===== config.mk =====
export PLATFORM = sky130hd
export DESIGN_NAME = multiplicador_secuencial
export DESIGN_NICKNAME = d
export VERILOG_FILES = /design/src/rtl/multiplicador_secuencial.sv
export SDC_FILE = /design/constraint.sdc
export NUM_CORES = 1
export LEC_CHECK = 0
export CORE_MARGIN = 1
export CORE_UTILIZATION = 50
export DETAILED_ROUTE_END_ITERATION = 10
export DONT_BUFFER_PORTS = 1
export GPL_TIMING_DRIVEN = 0
export PLACE_DENSITY = 0.68
export SYNTH_ARGS = -nofsm -noshare
export SYNTH_HDL_FRONTEND = slang
export SYNTH_SLANG_ARGS = --single-unit

===== constraint.sdc =====
create_clock -name clk -period 3.2 [get_ports clk]
set_input_delay 0.32 -clock clk [delete_from_list [all_inputs] [get_ports clk]]
set_output_delay 0.32 -clock clk [all_outputs]
set_load 0.03 [all_outputs]

===== src/rtl/multiplicador_secuencial.sv =====
// Iterative shift-add N x N multiplier, one multiplier bit per clock.
// Supports unsigned and two's-complement signed operands via a start/done handshake.
// Ports:
//   clk, rst            clock, asynchronous active-high reset
//   start               request, accepted in IDLE or DONE
//   signed_mode         0 = unsigned, 1 = signed; latched with start
//   aIn, bIn            multiplicand / multiplier; latched with start
//   busy, done          status (busy while iterating, done while result valid)
//   cOut                low N bits of the product
//   product             full 2N-bit product
//   CFlag, OFlag, ZFlag carry (unsigned only), overflow past N bits, zero
module multiplicador_secuencial #(
    parameter int unsigned N = 4
) (
    input  logic             clk,
    input  logic             rst,
    input  logic             start,
    input  logic             signed_mode,
    input  logic [N-1:0]     aIn,
    input  logic [N-1:0]     bIn,
    output logic             busy,
    output logic             done,
    output logic [N-1:0]     cOut,
    output logic [2*N-1:0]   product,
    output logic             CFlag,
    output logic             OFlag,
    output logic             ZFlag
);

    localparam int unsigned W2 = 2 * N;
    localparam int unsigned CW = $clog2(N);

    typedef enum logic [1:0] {IDLE, BUSY, DONE} state_t;

    state_t          state_q, state_n;
    logic            mode_q, mode_n;
    logic            neg_q, neg_n;
    logic [N-1:0]    a_q, a_n;
    logic [N-1:0]    b_q, b_n;
    logic [W2-1:0]   acc_q, acc_n;
    logic [CW-1:0]   cnt_q, cnt_n;

    logic            busy_n, done_n;
    logic [N-1:0]    cout_n;
    logic [W2-1:0]   product_n;
    logic            cflag_n, oflag_n, zflag_n;

    logic [W2-1:0]   addend;
    logic [W2-1:0]   acc_sum;
    logic [W2-1:0]   prod;
    logic [N:0]      upper;

    // State and datapath registers
    always_ff @(posedge clk or posedge rst) begin
        if (rst) begin
            state_q <= IDLE;
            mode_q  <= 1'b0;
            neg_q   <= 1'b0;
            a_q     <= '0;
            b_q     <= '0;
            acc_q   <= '0;
            cnt_q   <= '0;
            busy    <= 1'b0;
            done    <= 1'b0;
            cOut    <= '0;
            product <= '0;
            CFlag   <= 1'b0;
            OFlag   <= 1'b0;
            ZFlag   <= 1'b0;
        end else begin
            state_q <= state_n;
            mode_q  <= mode_n;
            neg_q   <= neg_n;
            a_q     <= a_n;
            b_q     <= b_n;
            acc_q   <= acc_n;
            cnt_q   <= cnt_n;
            busy    <= busy_n;
            done    <= done_n;
            cOut    <= cout_n;
            product <= product_n;
            CFlag   <= cflag_n;
            OFlag   <= oflag_n;
            ZFlag   <= zflag_n;
        end
    end

    // Next-state, iteration and result logic
    always_comb begin
        state_n   = state_q;
        mode_n    = mode_q;
        neg_n     = neg_q;
        a_n       = a_q;
        b_n       = b_q;
        acc_n     = acc_q;
        cnt_n     = cnt_q;
        busy_n    = busy;
        done_n    = done;
        cout_n    = cOut;
        product_n = product;
        cflag_n   = CFlag;
        oflag_n   = OFlag;
        zflag_n   = ZFlag;

        // One partial product per cycle: multiplicand shifted by the bit index
        addend  = b_q[cnt_q] ? (W2'(a_q) << cnt_q) : '0;
        acc_sum = acc_q + addend;
        prod    = neg_q ? -acc_sum : acc_sum;
        upper   = prod[W2-1:N-1];

        unique case (state_q)
            IDLE, DONE: begin
                if (start) begin
                    state_n = BUSY;
                    mode_n  = signed_mode;
                    // Magnitude of the most negative value still fits N unsigned bits
                    a_n     = (signed_mode && aIn[N-1]) ? -aIn : aIn;
                    b_n     = (signed_mode && bIn[N-1]) ? -bIn : bIn;
                    neg_n   = signed_mode & (aIn[N-1] ^ bIn[N-1]);
                    acc_n   = '0;
                    cnt_n   = '0;
                    busy_n  = 1'b1;
                    done_n  = 1'b0;
                end
            end
            BUSY: begin
                acc_n = acc_sum;
                cnt_n = cnt_q + CW'(1);
                if (cnt_q == CW'(N - 1)) begin
                    state_n   = DONE;
                    busy_n    = 1'b0;
                    done_n    = 1'b1;
                    product_n = prod;
                    cout_n    = prod[N-1:0];
                    cflag_n   = mode_q ? 1'b0 : prod[N];
                    // Signed result fits when the top N+1 bits are a pure sign extension
                    oflag_n   = mode_q ? ((|upper) && !(&upper)) : (|prod[W2-1:N]);
                    zflag_n   = (prod == '0);
                end
            end
            default: begin
                state_n = IDLE;
            end
        endcase
    end

endmodule


==> metrics.md <==
| Metric | Value |
|---|---|
| Largest family of logic cells by synthesized area | `compound AO/OA/AOI/OAI gates` |
| Largest stage delay on the critical path | `0.53 ns` |
| Post-route minimum period | `3.18 ns` |
| GR Overflow Total | `0` |
| Outcome | `finished, final reports clean` |
| Final nets | `268` |
| Ant. Diodes | `0` |
| Layout Cells excl Fill | `295` |
| IO buf count | `0` |
| Final ANT Viol Nets | `0` |
| RSZ-0062 raised after global routing | `true` |
| Clock latency on the worst-skew pair | `0.29 ns` |
| F_max | `315 MHz` |
| GRT Total Usage | `22.7%` |
| Initial antenna violation count | `0` |
| Wirelength, routed | `4910 um` |
| Vias/cell | `5.85` |
| Setup-failing EPs final | `0` |
| CTS tree | `yes` |
| Vias in the first global route | `1686` |
| First drt pass iteration count | `4` |
| Mux cell area share after synthesis | `4.08%` |
| Cell Rows | `23` |
| Slew @ Worst Pin | `0.749 ns` |
| P_leak | `1.16 nW` |
| R2r worst-path depth | `10` |
| Seq cells post-synth | `35` |
| Final Skew | `0.00291 ns` |
| Post-Synth XOR/XNOR Area | `6.08%` |
| Worst VDD drop | `0.537 mV` |
| Startpoint Class | `flop` |
| CTS H-tree lvls | `2` |
| Layout area overhead | `22.6%` |
| Wirelength per Cell | `16.7 um` |
| First-pass GRT wire length | `7570 um` |
| Max Buffers Root-to-Sink | `2` |
| Dpl hpwl | `3120 um` |
| CTS Buf Count | `5` |
| Number of flops mapped to enable cells by yosys | `0` |
| Die span in x | `67.1 um` |
| Placed Cells | `271` |
| Synth Area in Compound Gates | `18.3%` |
| Clk root buf | `clkbuf_8` |
| Die area | `4500 um^2` |
| Top FF cell, synth | `dfrtp_1` |
| Starting DRT DRC Count | `96` |
| Placeable Area | `4030 um^2` |
| Critical Setup Path Class | `reg2reg` |
| Req. time, crit path | `3.40 ns` |
| Cell breakdown of the critical path | `mux4_2 -> and2_4 -> ha_4 -> a211oi_4 -> or4bb_1 -> o311ai_2 -> o41a_1 -> xor3_2 -> and4_1 -> o31ai_1` |
| Sink Count | `35` |
| Pin count of the biggest net entering global routing | `36` |
| I/O pins | `29` |
| Mapped Cells | `221` |
| Sequential fraction of the synthesis area | `41.3%` |
| Yosys top cell by area | `dfrtp_1` |
| Fin util | `64.4%` |
| Hold Buf Count CTS | `0` |
| Final worst setup slack | `0.0220 ns` |
| Synth cell types | `46` |
| Final Max Tran Viols | `0` |
| Worst EP arrival | `3.38 ns` |
| Die Span Y | `67.1 um` |
| Final hold vios | `0` |
| Max-cap viol count | `0` |
| Top-area cell type share of the netlist area | `41.3%` |
| Crit. End Element | `flop` |
| Fillers | `345` |
| Synthesized area per cell | `9.58 um^2` |
| Power per cell area | `1200 nW/um^2` |
| HP Class | `in2async` |
| Simple logic cell fraction of the synthesized area | `18.3%` |
| Adder-cell share of the synthesized area | `7.44%` |
| DRC | `0` |
| Initial Util | `52.6%` |
| Routed vias | `1726` |
| Synth Warn # | `0` |
| Slew HR | `49.9%` |
| Layout cells sized above 1 | `25.7%` |
| DP Worst Slack | `-0.403 ns` |
| Post-synthesis cell area | `2120 um^2` |
| Asr flop ratio synth | `100%` |
| Routability Congestion | `0.772` |
| Clk pin slew, worst setup/hold paths | `0.07 ns` |
| Area contributors post-synth | `dfrtp_1, nand2_1, ha_1` |
| Critical Path Fanout Max | `5` |
| Net Count, Synth | `245` |
| Fin crit share | `99.3%` |
| Critical-path top delay cell | `mux4_2` |
-- path summary, 6_finish.rpt --
path                       startpoint  endpoint  slack [ns]
max in group asynchronous         rst  cnt_q[0]        2.66
setup reg to reg             cnt_q[0]     OFlag        0.02
hold reg to reg              acc_q[0]  acc_q[0]        0.51
setup / recovery             cnt_q[0]     OFlag        0.02
hold / removal                    rst      busy        0.03
min in group clk               aIn[3]    a_q[3]        0.15
-- state kept, by name (all words and copies together), names as in the netlist --
name,cells
ZFlag,1
state_q,2
CFlag,1
neg_q,1
a_q,4
acc_q,8
mode_q,1
done,1
cOut,3
product,5
OFlag,1
cnt_q,2
b_q,4
busy,1
-- area by class of cell --
cell class	count	area (um^2)	area share [%]
timing repair buffer	16	120	4.63
sequential	35	877	33.8
buffer	12	71.3	2.75
tap	50	62.6	2.41
multi-input combinational	165	1320	50.7
inverter	9	36.3	1.40
clock inverter	3	43.8	1.69
clock buffer	5	68.8	2.65
-- placed cells by master (no fill, tap or decap), types with 2 or more instances in the layout --
cell and count:
a211oi_4 2, a21oi_1 2, a21oi_2 2, a22o_1 5, and2_1 4, and4_1 2
buf_4 21, clkbuf_1 6, clkbuf_8 5, dfrtp_1 34, ha_1 6, ha_4 4
inv_1 7, mux2i_1 2, mux4_2 2, nand2_1 37, nand2b_1 4, nand3_1 5
nand3b_1 3, nor2_1 8, nor2b_1 3, nor3_1 2, o21a_1 3, o21ai_0 23
o21ai_1 2, o311ai_2 2, o31ai_1 5, xnor2_1 5, xnor2_2 2, xor2_1 5
-- synth_stat cells, drive strengths merged (3+ instances only) --
cell type	number
mux2i	3
ha	11
o21a	3
o31ai	5
buf	4
o21ai	25
and2	5
nand2	37
nor2	8
clkbuf	8
nand3	5
nand2b	4
xor2	5
inv	9
xnor2	7
a211oi	3
dfrtp	35
a21oi	4
a22o	5
nand3b	3
nor2b	4
-- stage by stage --
step | cell area (um^2) | hold slack (ns) | power (mW) | setup TNS [ns]
after floorplan | 2120 | 0.438 | 1.95 | 0
final | 2600 | 0.0311 | 3.12 | 0
after global routing | 2600 | 0.0907 | 3.35 | -0.186
after global placement | 2180 | 0.455 | 2.21 | -0.823
after detailed placement | 2180 | 0.459 | 2.24 | -0.811
after CTS | 2440 | 0.156 | 2.84 | 0
-- critical path, delay by kind of cell, from the launching register on --
kind,cells,cell delay (ns)
muxes,1,0.53
DFF,1,0.43
adders and majority gates,1,0.26
AOI/OAI and AO/OA,4,1.06
and+or+nand+nor,3,0.52
xor gates and xnor gates,1,0.28
-- logic make-up (layout without fill, tap and decap cells) --
group,count (synthesis),count (layout)
AO/OA/AOI/OAI,57,57
AND/OR/NAND/NOR,77,77
multiplexers,6,6
flip-flops,35,35
buffers and inverters,21,45
adder cells (fa/ha/maj),12,12
XOR/XNOR,13,13
-- timing repair --
item | in CTS | in global routing
endpoints found under the setup margin | 4 | 3
pin swaps | 7 | 15
gates cloned | 0 | 0
buffers inserted | 8 | 8
resized for setup | 21 | 21
-- routing by layer --
layer	wire length, um	vias to the layer above	GRT usage [%]
li1	-	833	-
met1	2180	837	29.1
met2	2460	42	37.5
met3	154	14	4.97
met4	111	0	7.45
met5	0	-	0
-- power breakdown --
group / switching, mW / leakage, nW / total (mW) / internal, mW
Clock: 0.172 / 0.0581 / 0.404 / 0.232
Sequential: 0.304 / 0.444 / 0.936 / 0.633
Combinational: 0.957 / 0.662 / 1.78 / 0.826
Total: 1.43 / 1.16 / 3.12 / 1.69
Note: power is estimated with default switching activity, not from simulation.
